===== src/rtl/reg_writeback.sv =====
// reg_writeback
//   Write-back stage for a 7-entry, 8-bit register file with a memory side
//   path. An offered write-back (wb_valid) is accepted on a rising edge when
//   wb_ready is high.
//   - cmdst 0-6 writes R0-R6 directly. Back-to-back writes are accepted
//     every cycle.
//   - cmdst 7 latches the data into mem_wdata and raises mem_wr_req until
//     mem_ack arrives. If no ack arrives within TIMEOUT cycles, the request
//     is abandoned and the sticky wb_err flag is set.
//
// Ports
//   clk         : single clock, rising edge
//   rst_n       : asynchronous active-low reset
//   cmdst[2:0]  : destination select (0-6 = R0-R6, 7 = memory)
//   wbdata[7:0] : write-back data
//   wb_valid    : write-back offered
//   wb_ready    : write-back can be accepted
//   R0..R6[7:0] : register-file contents
//   mem_wdata   : data held for the memory write
//   mem_wr_req  : memory write request (high for the whole MEMWR state)
//   mem_ack     : single-cycle memory write acknowledge
//   wb_err      : sticky timeout flag
//   err_clr     : synchronous clear for wb_err
module reg_writeback #(
  parameter int TIMEOUT = 15
) (
  input  logic       clk,
  input  logic       rst_n,
  input  logic [2:0] cmdst,
  input  logic [7:0] wbdata,
  input  logic       wb_valid,
  output logic       wb_ready,
  output logic [7:0] R0,
  output logic [7:0] R1,
  output logic [7:0] R2,
  output logic [7:0] R3,
  output logic [7:0] R4,
  output logic [7:0] R5,
  output logic [7:0] R6,
  output logic [7:0] mem_wdata,
  output logic       mem_wr_req,
  input  logic       mem_ack,
  output logic       wb_err,
  input  logic       err_clr
);

  typedef enum logic {
    IDLE  = 1'b0,
    MEMWR = 1'b1
  } state_t;

  localparam logic [7:0] LAST_CNT = 8'(TIMEOUT - 1);

  state_t          state_q, state_d;
  logic [6:0][7:0] regs_q, regs_d;
  logic [7:0]      mem_wdata_q, mem_wdata_d;
  logic [7:0]      cnt_q, cnt_d;
  logic            err_q, err_d;
  // Goes high on the first clock after reset release. This keeps wb_ready
  // low during reset and until the block has seen a clock.
  logic            alive_q, alive_d;

  logic accept;

  assign wb_ready   = alive_q && (state_q == IDLE);
  assign mem_wr_req = (state_q == MEMWR);
  assign accept     = wb_valid && wb_ready;

  always_comb begin
    state_d     = state_q;
    regs_d      = regs_q;
    mem_wdata_d = mem_wdata_q;
    cnt_d       = cnt_q;
    err_d       = err_q;
    alive_d     = 1'b1;

    if (err_clr) begin
      err_d = 1'b0;
    end

    case (state_q)
      IDLE: begin
        if (accept) begin
          if (cmdst == 3'd7) begin
            mem_wdata_d = wbdata;
            cnt_d       = 8'd0;
            state_d     = MEMWR;
          end else begin
            for (int i = 0; i < 7; i++) begin
              if (cmdst == 3'(i)) begin
                regs_d[i] = wbdata;
              end
            end
          end
        end
      end
      MEMWR: begin
        // An ack on the final cycle takes priority over the timeout.
        if (mem_ack) begin
          state_d = IDLE;
        end else if (cnt_q == LAST_CNT) begin
          state_d = IDLE;
          // A new timeout overrides a simultaneous err_clr.
          err_d   = 1'b1;
        end else begin
          cnt_d = cnt_q + 8'd1;
        end
      end
      default: state_d = IDLE;
    endcase
  end

  always_ff @(posedge clk or negedge rst_n) begin
    if (!rst_n) begin
      state_q     <= IDLE;
      regs_q      <= '0;
      mem_wdata_q <= 8'h00;
      cnt_q       <= 8'd0;
      err_q       <= 1'b0;
      alive_q     <= 1'b0;
    end else begin
      state_q     <= state_d;
      regs_q      <= regs_d;
      mem_wdata_q <= mem_wdata_d;
      cnt_q       <= cnt_d;
      err_q       <= err_d;
      alive_q     <= alive_d;
    end
  end

  assign R0        = regs_q[0];
  assign R1        = regs_q[1];
  assign R2        = regs_q[2];
  assign R3        = regs_q[3];
  assign R4        = regs_q[4];
  assign R5        = regs_q[5];
  assign R6        = regs_q[6];
  assign mem_wdata = mem_wdata_q;
  assign wb_err    = err_q;

endmodule


===== config.mk =====
export PLATFORM = sky130hd
export DESIGN_NAME = reg_writeback
export DESIGN_NICKNAME = d
export VERILOG_FILES = /design/src/rtl/reg_writeback.sv
export SDC_FILE = /design/constraint.sdc
export NUM_CORES = 1
export LEC_CHECK = 0
export BUFFER_PORTS_ARGS = -buffer_cell sky130_fd_sc_hd__buf_2
export CAP_MARGIN = 40
export CORE_AREA = 2 2 76 78
export CTS_BUF_LIST = sky130_fd_sc_hd__clkbuf_4
export DETAILED_ROUTE_END_ITERATION = 10
export DIE_AREA = 0 0 78 80
export PLACE_DENSITY = 0.86
export SLEW_MARGIN = 20
export SYNTH_ARGS = -nofsm -noshare
export SYNTH_HDL_FRONTEND = slang
export SYNTH_SLANG_ARGS = --single-unit

===== constraint.sdc =====
create_clock -name clk -period 4.3 [get_ports clk]
set_clock_uncertainty 0.15 [all_clocks]
set_input_delay 0.215 -clock clk [delete_from_list [all_inputs] [get_ports clk]]
set_output_delay 0.215 -clock clk [all_outputs]
set_load 0.005 [all_outputs]

Word-level counts from Yosys, hierarchy flattened

Index checks and enable logic that the tools add are counted.
W data, S select, Z words.

Equal/unequal tests: 12
$add $sub $neg: 1
Reduce and logical (&&, ||, !) cells: 12
Bitwise operators: 2
Muxes and demuxes: 14

Operators with widths:

| operator              | count |
|---|---|
| $mux W8               | 4 |
| $reduce_and A4 Y1     | 8 |
| $pmux W8 S2           | 1 |
| $eq A3 B3 Y1 const B  | 4 |
| $add A8 B1 Y8 const B | 1 |
| $eq A8 B4 Y1 const B  | 1 |
| $mux W1               | 8 |
| $eq A3 B2 Y1 const B  | 2 |
| $ne A2 B2 Y1 const B  | 3 |
| $eq A3 B1 Y1 const B  | 1 |
| $logic_not A3 Y1      | 1 |
| $reduce_and A3 Y1     | 1 |
| $logic_and A1 B1 Y1   | 2 |
| $ne A2 B1 Y1 const B  | 1 |
| $not A1 Y1            | 2 |
| $pmux W1 S2           | 1 |

Word-level logic and storage cells: 53
Output and inout port bits: 67
Bits of input ports: 16
Bits in registers: 75

Logic depth before layout (Yosys ltp)

Gate-level depths: netlist of the first run.

Depth in word-level cells: 5
Mapped depth: 8
Gate-level depth less buffers: 7

Worst setup path after synthesis of the first run

OpenSTA, ideal clock, no wires.

Kind: register -> register
Start point: register state_q, in the netlist mem_wr_req
End point: register regs_q (netlist bit R3[0])
Setup time: 0.125 ns
Stages on the path, launching flop included: 7
Buffers on the path: 2
Data arrival time: 1.471 ns
Required time: 4.025 ns
Period minus slack after synthesis: 1.746 ns
Setup slack: 2.554 ns
Path through: dfrtp_1 -> nor2b_1 -> and3b_1 -> clkbuf_2 -> nor2b_1 -> buf_4 -> mux2_2

Longest elaborated chain between the ends: 4

RTL lines:

| item                               | RTL line | source |
|---|---|---|
| start, declared                    | 54       | `state_t state_q, state_d;` |
| start signal, assigned             | 122      | `state_q <= state_d;` |
| $not A1 Y1 (no source line)        | -        |  |
| $logic_and A1 B1 Y1                | 65       | `assign wb_ready = alive_q && (state_q == IDLE);` |
| named net wb_ready                 | 32       | `output logic wb_ready,` |
| $logic_and A1 B1 Y1                | 67       | `assign accept = wb_valid && wb_ready;` |
| $reduce_and A4 Y1 (no source line) | -        |  |
| end signal, assigned               | 123      | `regs_q <= regs_d;` |
| end, declared                      | 55       | `logic [6:0][7:0] regs_q, regs_d;` |

The timed path passes the listed nets, and every way through them passes these cells.
A chain may end at the register's enable or synchronous reset.

Final worst setup path of the first run

Start point: register state_q, in the netlist mem_wr_req
End point: register regs_q (netlist bit R3[5])

Longest elaborated chain between the ends: 4

RTL lines:

| item                                 | RTL line |
|---|---|
| $not A1 Y1 (no source line) *        | - |
| $logic_and A1 B1 Y1                  | 65 |
| $logic_and A1 B1 Y1                  | 67 |
| $reduce_and A4 Y1 (no source line) * | - |

Mark *: on every way between the ends. The rest lies on a longest branch, timed or not.

==> key figures, run 1 <==
Run status
  – Outcome: finished clean

Worst setup path
  – CP max FO: 14
  – Critical Path Start Type: flip-flop
  – CP arrival: 2.47 ns
  – Crit path capture type: flip-flop
  – Register-to-register path setup slack: slightly below 2 ns
  – Req. time, crit path: around 4.5 ns
  – Critical setup path kind: flip-flop to flip-flop

Floorplan
  – Placeable core region: ~5400 um2
  – Row count: 27
  – Area enclosed by the die boundary: between 6000 and 7000 um2
  – Die extent in y: 80 um
  – Ports: between 80 and 90
  – Starting utilization of the core area: 56.8%
  – Horizontal die dimension: ~78 um

CTS
  – Clock-pin slew of the registers on the worst-case setup and hold paths: ~0.11 ns
  – Clock latency on the worst-skew pair: roughly 0.42 ns
  – Maximum buffer depth of the clock tree: 2
  – H-tree levels: 3
  – TritonCTS buffer count: 9
  – Number of sinks handled by clock tree synthesis: 75
  – Root Buffer: sky130_fd_sc_hd__clkbuf_4
  – TritonCTS clock tree: done

Timing
  – Number of pins exceeding their max-slew limit in the final report: 0
  – Final cycle utilization of the critical path: between 50% and 60%
  – TNS Setup: 0 ns
  – Highest clock frequency the design can meet: between 400 and 500 MHz
  – Worst slack on hold paths: ~0.067 ns
  – Final worst path period need: around 2.3 ns
  – Setup repair after global routing missed its margin: false
  – Worst-Margin Slew: 0.681 ns
  – Worst path setup slack after routing: roughly 2.0 ns
  – Total count of hold-check failures in the final report: 0
  – Slew HR: 54.5%
  – Number of failing setup endpoints in the final timing report: 0

GRT
  – Initial antenna violation count: 0
  – Largest net degree at the start of global routing: 44
  – Aggregate global routing overflow: 0
  – Global-route total usage across every layer: 24.6%
  – Wire length of the first global-routing pass: ~12000 um
  – Number of global-route vias before repair: roughly 2400

Yosys
  – Count of warnings emitted by yosys: 0
  – Count of unique library cells instantiated by Yosys: 39
  – Cell with the most instances after synthesis: sky130_fd_sc_hd__dfrtp_1
  – Primary flip-flop cell chosen by synthesis mapping: sky130_fd_sc_hd__dfrtp_1
  – Post-synth design cell area: roughly 3100 um2
  – Synthesized instance count: ~220
  – Largest area contributor in the synthesized netlist: sky130_fd_sc_hd__dfrtp_1
  – Net count of the mapped netlist: about 240
  – Commonest cells in the synthesized netlist: sky130_fd_sc_hd__dfrtp_1 (75), sky130_fd_sc_hd__mux2_2 (56), sky130_fd_sc_hd__nand2_1 (31)
  – Number of synthesized flops with an enable pin: 0
  – Post-synthesis async set-or-reset flop share: 100%
  – Seq cells post-synth: 75
  – Mean cell area of the mapped netlist: about 14 um2
  – Fraction of post-synthesis cell area in the top cell type by area: approximately three fifths
  – Top cells by area, synth: sky130_fd_sc_hd__dfrtp_1 (61%), sky130_fd_sc_hd__mux2_2 (21%), sky130_fd_sc_hd__nand2_1 (3.8%)
  – Seq/Total Area, Yosys: between 60 and 70%

Route
  – Starting DRC count in detailed routing: about 120
  – Post-route DRC: 0
  – Drt pass-1 iters: 4
  – Vias: approximately 2200
  – Remaining antenna violation count after routing: 0
  – Final routed wirelength across all metal layers: about 7000 um
  – Detailed-route wire length per cell: approximately 18 um
  – Per-cell via count in the routed design: between 5 and 6

Placement
  – Routability Congestion: between 0.8 and 0.9
  – Total of buffers placed on input and output ports: slightly above 80
  – HPWL Detailed: 4860 um
  – Pre-CTS worst setup slack: 2.02 ns

Worst hold path
  – Worst min path class: input pin to flip-flop

Cells and area
  – Share of layout cells above drive strength 1: 50.3%
  – Final Net Count: approximately 340
  – Total inserted antenna cells: 0
  – Synth-to-Final Area Change: 24.4%

Power
  – P_leak: about 1.9 nW
  – IR Drop Worst-Case VDD: between 0.0003 and 0.0004 V
  – P per Cell Area: just under 500 nW/um2

Run
  – Maximum capacitance violations: 0
[power by group]
group / leakage [nW] / internal, W / total (W) / switching [W]
sequential: 0.932 / 0.000859 / 0.000955 / 0.0000954
clock: 0.0885 / 0.000248 / 0.000488 / 0.000240
combinational: 0.874 / 0.000224 / 0.000394 / 0.000170
[final timing paths]
kind,from,to,depth (start not counted)
max,mem_wr_req$_DFF_PN0_,R3[5]$_DFFE_PN0P_,4
min,mem_ack,cnt_q[1]$_DFFE_PN0P_,4
max reg2reg,mem_wr_req$_DFF_PN0_,R3[5]$_DFFE_PN0P_,4
min reg2reg,mem_wdata[2]$_DFFE_PN0P_,mem_wdata[2]$_DFFE_PN0P_,2
max in group asynchronous,rst_n,R1[3]$_DFFE_PN0P_,3
min in group asynchronous,rst_n,mem_wdata[6]$_DFFE_PN0P_,2
[placed cells by master (no fill, tap or decap), types with 6 or more instances in the layout]
| master | synthesis | layout |
|---|---|---|
| sky130_fd_sc_hd__nand3_1 | 6 | 6 |
| sky130_fd_sc_hd__nand2_1 | 31 | 31 |
| sky130_fd_sc_hd__dlygate4sd3_1 | 0 | 11 |
| sky130_fd_sc_hd__clkbuf_4 | 0 | 11 |
| sky130_fd_sc_hd__mux2_2 | 56 | 56 |
| sky130_fd_sc_hd__buf_2 | 2 | 81 |
| sky130_fd_sc_hd__dfrtp_1 | 75 | 75 |
[worst max-delay path, stage by stage (launching register included)]
cell	delay (ns)
sky130_fd_sc_hd__dfrtp_1	0.55
sky130_fd_sc_hd__nor2b_1	0.22
sky130_fd_sc_hd__and3b_1	0.29
sky130_fd_sc_hd__nor2b_1	0.59
sky130_fd_sc_hd__mux2_2	0.41
[layer usage]
| metal | track usage [%] | vias to the layer above | share of wire, % |
|---|---|---|---|
| met5 | 0 | - | 0 |
| met4 | 9.47 | 0 | 2.0 |
| li1 | - | 982 | - |
| met3 | 6.22 | 16 | 7.2 |
| met1 | 31.1 | 1078 | 41 |
| met2 | 40.9 | 80 | 50 |
[kinds of logic (layout without fill, tap and decap cells)]
| kind of cell | after synthesis | count (layout) | share of synthesized area (%) |
|---|---|---|---|
| compound gates | 15 | 15 | 3.79 |
| flops | 75 | 75 | 61.1 |
| simple gates | 63 | 63 | 11.6 |
| buf+inv | 12 | 114 | 1.96 |
| other cells | 1 | 1 | 0.122 |
| fa+ha+maj | 2 | 2 | 0.815 |
| mux | 56 | 56 | 20.5 |
[through the flow]
stage | cells | util, % | area [um2] | total power, W
finish | 398 | 70.6 | 3820 | 0.00184
global route | 398 | 70.6 | 3820 | 0.00192
CTS | 398 | 70.6 | 3820 | 0.00184
detailed placement | 371 | 65.6 | 3550 | 0.00136
global placement | 370 | 65.3 | 3530 | 0.00133
floorplan | 224 | - | 3070 | 0.00114
[timing repair]
item,CTS,global route
endpoints found under the hold margin,88,0
resized for setup,0,0
hold buffers,11,0
setup buffers,0,0
[cell type report]
class / instances / area, um2
flip-flops and latches: 75 / 1880
fillers: 382 / 1590
multi-input cells: 137 / 1130
repair buffers: 94 / 543
well taps: 72 / 90.1
clock buffers: 11 / 82.6
clock inverters: 5 / 77.6
inverters: 4 / 15.0
Power figures use the tool's default switching activity.
==> run 2: changes to the inputs <==
--- a/config.mk
+++ b/config.mk
@@ -7,11 +7,11 @@
 export LEC_CHECK = 0
 export BUFFER_PORTS_ARGS = -buffer_cell sky130_fd_sc_hd__buf_2
 export CAP_MARGIN = 40
-export CORE_AREA = 2 2 76 78
+export CORE_AREA = 2 2 83 85
 export CTS_BUF_LIST = sky130_fd_sc_hd__clkbuf_4
 export DETAILED_ROUTE_END_ITERATION = 10
-export DIE_AREA = 0 0 78 80
-export PLACE_DENSITY = 0.86
+export DIE_AREA = 0 0 85 87
+export PLACE_DENSITY = 0.77
 export SLEW_MARGIN = 20
 export SYNTH_ARGS = -nofsm -noshare
 export SYNTH_HDL_FRONTEND = slang
==> constraint.sdc (replaced) <==
create_clock -name clk -period 1.98 [get_ports clk]
set_clock_uncertainty 0.15 [all_clocks]
set_input_delay 0.099 -clock clk [delete_from_list [all_inputs] [get_ports clk]]
set_output_delay 0.099 -clock clk [all_outputs]
set_load 0.005 [all_outputs]
==> run 2 against run 1 <==
  * Combinational power grew 120%
  * Clock-buffer cell count shrank 2
  * Hold slack lost 0.021 ns
  * Critical path type unchanged
  * Largest power group unchanged
==> key figures, run 2 (synthesis results as in run 1) <==
Run status
  – Outcome: finished clean (unchanged)

Floorplan
  – Area enclosed by the die boundary: 7400 um2 (was 6240 um2)
  – Ports: 83 (unchanged)
  – Die extent in y: 87 um (was 80 um)
  – Row count: 30 (was 27)
  – Placeable core region: 6570 um2 (was 5410 um2)
  – Starting utilization of the core area: 46.7% (was 56.8%)
  – Horizontal die dimension: 85 um (was 78 um)

Cells and area
  – Most used cells in the layout excluding fill and tap cells: sky130_fd_sc_hd__buf_2 (81), sky130_fd_sc_hd__dfrtp_1 (75), sky130_fd_sc_hd__mux2_2 (56) (unchanged)
  – Share of layout cells above drive strength 1: 52.2% (was 50.3%)
  – Fill cell total of the finished layout: 535 (was 382)
  – Seq. cell area: 1880 um2 (unchanged)
  – Synth-to-Final Area Change: 27.4% (was 24.4%)
  – Total inserted antenna cells: 0 (unchanged)
  – Most common cell after layout, fill and taps aside: sky130_fd_sc_hd__buf_2 (unchanged)
  – Final Net Count: 350 (was 339)
  – Combined area of the multi-input logic cells: 1140 um2 (was 1130 um2)

Timing
  – Highest clock frequency the design can meet: 530 MHz (was 431 MHz)
  – Final worst path period need: 1.89 ns (was 2.32 ns)
  – TNS Setup: 0 ns (unchanged)
  – Worst path setup slack after routing: 0.0926 ns (was 1.98 ns)
  – Total count of hold-check failures in the final report: 0 (unchanged)
  – Number of pins exceeding their max-slew limit in the final report: 0 (unchanged)
  – Final cycle utilization of the critical path: 95.3% (was 54.0%)
  – Worst slack on hold paths: 0.0461 ns (was 0.0670 ns)
  – Number of failing setup endpoints in the final timing report: 0 (unchanged)

Power
  – P per Cell Area: 1010 nW/um2 (was 481 nW/um2)
  – IR Drop Worst-Case VDD: 0.000628 V (was 0.000329 V)
  – P_leak: 1.94 nW (was 1.89 nW)

CTS
  – Root Buffer: sky130_fd_sc_hd__clkbuf_4 (unchanged)
  – Number of sinks handled by clock tree synthesis: 75 (unchanged)
  – TritonCTS clock tree: done (unchanged)
  – Maximum buffer depth of the clock tree: 2 (unchanged)
  – Clock-pin slew of the registers on the worst-case setup and hold paths: 0.13 ns (was 0.11 ns)
  – TritonCTS buffer count: 9 (unchanged)
  – Clock latency on the worst-skew pair: 0.42 ns (about the same)
  – H-tree levels: 3 (unchanged)

Route
  – Starting DRC count in detailed routing: 96 (was 117)
  – Detailed-route wire length per cell: 16.7 um (was 17.6 um)
  – Vias: 2160 (was 2156)
  – Final routed wirelength across all metal layers: 6950 um (was 6990 um)
  – Remaining antenna violation count after routing: 0 (unchanged)
  – Drt pass-1 iters: 4 (unchanged)
  – Per-cell via count in the routed design: 5.18 (was 5.42)
  – Post-route DRC: 0 (unchanged)

Run
  – Maximum capacitance violations: 0 (unchanged)

GRT
  – Largest net degree at the start of global routing: 33 (was 44)
  – Wire length of the first global-routing pass: 11200 um (was 11700 um)
  – Number of global-route vias before repair: 2159 (was 2352)
  – Global-route total usage across every layer: 19.9% (was 24.6%)
  – Initial antenna violation count: 0 (unchanged)
  – Aggregate global routing overflow: 0 (unchanged)

Worst setup path
  – Critical setup path kind: flip-flop to flip-flop (unchanged)
  – Register-to-register path setup slack: 0.09 ns (was 1.98 ns)
  – CP max FO: 7 (was 14)
  – Critical Path Start Type: flip-flop (unchanged)
  – Req. time, crit path: 2.20 ns (was 4.45 ns)
  – Crit path capture type: flip-flop (unchanged)
  – CP arrival: 2.11 ns (was 2.47 ns)

Placement
  – Routability Congestion: 0.828 (was 0.854)
  – HPWL Detailed: 4730 um (was 4860 um)
  – Pre-CTS worst setup slack: 0.211 ns (was 2.02 ns)
  – Total of buffers placed on input and output ports: 82 (unchanged)

Worst hold path
  – Worst min path class: input pin to flip-flop (unchanged)
## run 2: cell count changes in the layout (fill, tap and decap cells not counted)
| cell | previous run | this run |
|---|---|---|
| sky130_fd_sc_hd__buf_4 | 1 | 11 |
| sky130_fd_sc_hd__inv_6 | 0 | 3 |
| sky130_fd_sc_hd__clkbuf_4 | 11 | 9 |
| sky130_fd_sc_hd__bufinv_16 | 2 | 1 |
| sky130_fd_sc_hd__clkinv_1 | 1 | 0 |
| sky130_fd_sc_hd__clkinv_2 | 1 | 0 |
| sky130_fd_sc_hd__clkinvlp_4 | 0 | 1 |
| sky130_fd_sc_hd__dlygate4sd3_1 | 11 | 12 |
| sky130_fd_sc_hd__inv_8 | 0 | 1 |
| sky130_fd_sc_hd__o32ai_1 | 1 | 0 |
| sky130_fd_sc_hd__o32ai_2 | 0 | 1 |
## run 2: worst paths after layout
kind | from | end | depth (start not counted)
worst min-delay path | cmdst[0] | mem_wdata[4]$_DFFE_PN0P_ | 5
min in group asynchronous | rst_n | R3[1]$_DFFE_PN0P_ | 3
worst max-delay path | cnt_q[4]$_DFFE_PN0P_ | wb_err$_DFF_PN0_ | 3
max in group asynchronous | rst_n | R4[0]$_DFFE_PN0P_ | 3
worst min register to register | mem_wdata[6]$_DFFE_PN0P_ | mem_wdata[6]$_DFFE_PN0P_ | 2
worst max register to register | cnt_q[4]$_DFFE_PN0P_ | wb_err$_DFF_PN0_ | 3
## run 2: area by class of cell
class,instances,share of cell area (%)
clock buffer,9,1.73
clock inverter,7,2.14
inverter,4,0.384
multi-input combinational,137,29.1
sequential,75,48.0
tap,80,2.56
timing repair buffer,105,16.1
## run 2: repair_timing
action	4_1_cts	5_1_grt
endpoints found under the setup margin	0	1
hold buffers	13	0
resized for setup	0	1
endpoints found under the hold margin	143	0
buffers inserted	0	1
## run 2: routing by layer
layer	GRT usage [%]	vias to the layer above	share of wire, %
met4	8.66	0	1.5
met3	6.54	9	8.6
met5	0	-	0
met1	26.2	1072	43
li1	-	1003	-
met2	30.5	76	47
## run 2: metrics by stage
step | std cells | total power (W) | util, % | area, um2
floorplan | 224 | 0.00246 | - | 3070
global placement | 387 | 0.00290 | 54.9 | 3600
detailed placement | 387 | 0.00294 | 54.9 | 3600
CTS | 416 | 0.00398 | 59.3 | 3900
global route | 417 | 0.00418 | 59.5 | 3910
finish | 417 | 0.00394 | 59.5 | 3910
## run 2: report_power, final
part,switching [W],leakage (nW),internal (W),total [W]
registers,0.000201,0.932,0.00187,0.00207
clock network,0.000595,0.0794,0.000408,0.00100
logic,0.000365,0.930,0.000502,0.000866
## run 2: critical path, stage by stage (launching register included)
cell,delay [ns]
sky130_fd_sc_hd__dfrtp_1,0.46
sky130_fd_sc_hd__or3_4,0.42
sky130_fd_sc_hd__o32ai_2,0.24
sky130_fd_sc_hd__dlygate4sd3_1,0.57
==> run 3: changes to the inputs <==
--- a/config.mk
+++ b/config.mk
@@ -11,7 +11,7 @@
 export CTS_BUF_LIST = sky130_fd_sc_hd__clkbuf_4
 export DETAILED_ROUTE_END_ITERATION = 10
 export DIE_AREA = 0 0 85 87
-export PLACE_DENSITY = 0.77
+export PLACE_DENSITY = 0.78
 export SLEW_MARGIN = 20
 export SYNTH_ARGS = -nofsm -noshare
 export SYNTH_HDL_FRONTEND = slang
==> run 3 against run 2 <==
  * Hold slack improved by 0.017 ns
  * Utilization is 0.70 points lower
  * Sequential power about the same
  * Global-route usage decreased by 0.14 points
  * Clock-buffer cell count stayed put
  * Final cell count fell by 0.48%
  * Combinational power fell by 2%
  * Worst setup slack better by 0.058 ns
  * Critical path type unchanged
  * Power shrank 3.9%
  * Critical path depth rose by 5
==> key figures, run 3 (synthesis results as in run 1) <==
CTS
  – Clock-pin slew of the registers on the worst-case setup and hold paths: 0.13 ns (about the same)
  – Maximum buffer depth of the clock tree: 2 (unchanged)
  – TritonCTS buffer count: 9 (unchanged)
  – Number of sinks handled by clock tree synthesis: 75 (unchanged)
  – Root Buffer: sky130_fd_sc_hd__clkbuf_4 (unchanged)
  – TritonCTS clock tree: done (unchanged)
  – H-tree levels: 3 (unchanged)
  – Clock latency on the worst-skew pair: 0.42 ns (about the same)

Power
  – P_sw: 0.00115 W (was 0.00116 W)
  – Sequential group share of total power: 54.8% (was 52.5%)
  – P per Cell Area: 979 nW/um2 (was 1010 nW/um2)
  – Switching Fraction: 30.4% (was 29.5%)
  – IR Drop Worst-Case VDD: 0.000584 V (was 0.000628 V)
  – Share of power burned in the clock network: 22.8% (was 25.5%)
  – P_leak: 1.92 nW (was 1.94 nW)
  – Cell Int Power: 0.00263 W (was 0.00278 W)
  – Share of total power in combinational logic: 22.4% (was 22.0%)

Timing
  – Total count of hold-check failures in the final report: 0 (unchanged)
  – TNS Setup: 0 ns (unchanged)
  – Final cycle utilization of the critical path: 92.4% (was 95.3%)
  – Setup repair after global routing missed its margin: false
  – Highest clock frequency the design can meet: 547 MHz (was 530 MHz)
  – Slew HR: 60.4%
  – Number of pins exceeding their max-slew limit in the final report: 0 (unchanged)
  – Final worst path period need: 1.83 ns (was 1.89 ns)
  – Worst path setup slack after routing: 0.150 ns (was 0.0926 ns)
  – Number of failing setup endpoints in the final timing report: 0 (unchanged)
  – Worst-Margin Slew: ~0.6 ns
  – Worst slack on hold paths: 0.0635 ns (was 0.0461 ns)

GRT
  – Initial antenna violation count: 0 (unchanged)
  – Wire length of the first global-routing pass: 11300 um (was 11200 um)
  – Largest net degree at the start of global routing: 47 (was 33)
  – Number of global-route vias before repair: 2220 (was 2159)
  – Global-route total usage across every layer: 19.8% (was 19.9%)
  – Aggregate global routing overflow: 0 (unchanged)

Worst setup path
  – CP arrival: 2.03 ns (was 2.11 ns)
  – Critical Path Start Type: flip-flop (unchanged)
  – Sequence of cells on the critical path: inv_1 -> ha_1 -> nand4b_1 -> buf_4 -> o21ai_4 -> and2_2 -> inv_2 -> a31oi_1 (was or3_4 -> o32ai_2 -> dlygate4sd3_1)
  – Req. time, crit path: 2.18 ns (was 2.20 ns)
  – Longest individual stage delay on the worst path: 0.44 ns (was 0.57 ns)
  – CP max FO: 6 (was 7)
  – Critical setup path kind: flip-flop to flip-flop (unchanged)
  – Slowest cell on crit path: sky130_fd_sc_hd__dfrtp_1 (was sky130_fd_sc_hd__dlygate4sd3_1)
  – Crit path capture type: flip-flop (unchanged)

Cells and area
  – Most used cells in the layout excluding fill and tap cells: sky130_fd_sc_hd__buf_2 (81), sky130_fd_sc_hd__dfrtp_1 (74), sky130_fd_sc_hd__mux2_2 (56) (was sky130_fd_sc_hd__buf_2 (81), sky130_fd_sc_hd__dfrtp_1 (75), sky130_fd_sc_hd__mux2_2 (56))
  – Final Net Count: 348 (was 350)
  – Fill cell total of the finished layout: 538 (was 535)
  – Most common cell after layout, fill and taps aside: sky130_fd_sc_hd__buf_2 (unchanged)
  – Share of layout cells above drive strength 1: 52.5% (was 52.2%)
  – Synth-to-Final Area Change: 25.9% (was 27.4%)
  – Total inserted antenna cells: 0 (unchanged)

Route
  – Drt pass-1 iters: 4 (unchanged)
  – Detailed-route wire length per cell: 16.6 um (was 16.7 um)
  – Vias: 2161 (was 2160)
  – Post-route DRC: 0 (unchanged)
  – Final routed wirelength across all metal layers: 6890 um (was 6950 um)
  – Starting DRC count in detailed routing: 108 (was 96)
  – Per-cell via count in the routed design: 5.21 (was 5.18)
  – Remaining antenna violation count after routing: 0 (unchanged)

Placement
  – Pre-CTS worst setup slack: 0.180 ns (was 0.211 ns)
  – Routability Congestion: 0.773 (was 0.828)
  – HPWL Detailed: 4810 um (was 4730 um)
  – Total of buffers placed on input and output ports: 82 (unchanged)

Floorplan
  – Die extent in y: 87 um (unchanged)
  – Row count: 30 (unchanged)
  – Horizontal die dimension: 85 um (unchanged)
  – Ports: 83 (unchanged)
  – Area enclosed by the die boundary: 7400 um2 (unchanged)
  – Placeable core region: 6570 um2 (unchanged)
  – Starting utilization of the core area: 46.7% (unchanged)

Worst hold path
  – Worst min path class: input pin to asynchronous set/reset pin (was input pin to flip-flop)

Run
  – Maximum capacitance violations: 0 (unchanged)

Run status
  – Outcome: finished clean (unchanged)
==> run 3: cell count changes in the layout (fill, tap and decap cells not counted), sizes merged <==
cell          change
buf               -2
clkinvlp          +2
bufinv            -1
dlygate4sd3       -1
dlymetal6s4s      +1
inv               -1
==> run 3: path summary, 6_finish.rpt <==
kind	from	depth (start not counted)	to	slack (ns)
setup / recovery	cnt_q[0]$_DFFE_PN0P_	8	cnt_q[5]$_DFFE_PN0P_	0.15
hold / removal	rst_n	2	cnt_q[6]$_DFFE_PN0P_	0.06
setup reg to reg	cnt_q[0]$_DFFE_PN0P_	8	cnt_q[5]$_DFFE_PN0P_	0.15
hold reg to reg	mem_wdata[6]$_DFFE_PN0P_	2	mem_wdata[6]$_DFFE_PN0P_	0.34
max in group asynchronous	rst_n	3	R4[3]$_DFFE_PN0P_	0.95
min in group clk	cmdst[0]	5	mem_wdata[5]$_DFFE_PN0P_	0.06
==> run 3: power groups by stage <==
stage | logic [W] | registers (W) | clock network (W)
2_1_floorplan | 0.000372 | 0.00209 | 0
3_3_place_gp | 0.000816 | 0.00209 | 0
3_5_place_dp | 0.000837 | 0.00210 | 0
4_1_cts | 0.000856 | 0.00207 | 0.000885
5_1_grt | 0.000948 | 0.00212 | 0.000948
6_report | 0.000849 | 0.00207 | 0.000861
==> run 3: cell type report <==
| class | count | area (um2) | area share, % |
|---|---|---|---|
| Timing Repair Buffer | 103 | 603 | 15.6 |
| Sequential cell | 75 | 1880 | 48.6 |
| Multi-Input combinational cell | 137 | 1140 | 29.5 |
| Clock buffer | 9 | 67.6 | 1.75 |
| Tap cell | 80 | 100 | 2.59 |
| Inverter | 4 | 15.0 | 0.388 |
| Clock inverter | 7 | 60.1 | 1.55 |
==> run 3: worst max-delay path: cells and delay by family (launching register included) <==
| family | cells | cell delay [ns] |
|---|---|---|
| flops | 1 | 0.44 |
| simple gates | 2 | 0.40 |
| buf+inv | 3 | 0.32 |
| compound gates | 2 | 0.29 |
| fa+ha+maj | 1 | 0.15 |
==> run 3: layer usage <==
metal	vias to the layer above	GRT usage, %	share of wire (%)
li1	999	-	-
met1	1077	26.2	43
met2	75	30.5	47
met3	10	6.54	7.8
met4	0	7.50	1.5
met5	-	0	0
==> run 3: stage by stage <==
| stage | instances | instance area (um2) | power [W] | util, % |
|---|---|---|---|---|
| 3_3_place_gp | 386 | 3600 | 0.00290 | 54.8 |
| 6_report | 415 | 3860 | 0.00378 | 58.8 |
| 4_1_cts | 414 | 3840 | 0.00381 | 58.5 |
| 2_1_floorplan | 224 | 3070 | 0.00246 | - |
| 5_1_grt | 415 | 3860 | 0.00401 | 58.8 |
| 3_5_place_dp | 386 | 3600 | 0.00294 | 54.8 |
==> run 3: timing repair <==
item                       in CTS  in global routing
hold buffers                   12                  0
buffers inserted                0                  1
hold endpoints to repair      126                  0
resized for setup               0                  4
setup endpoints to repair       0                  1
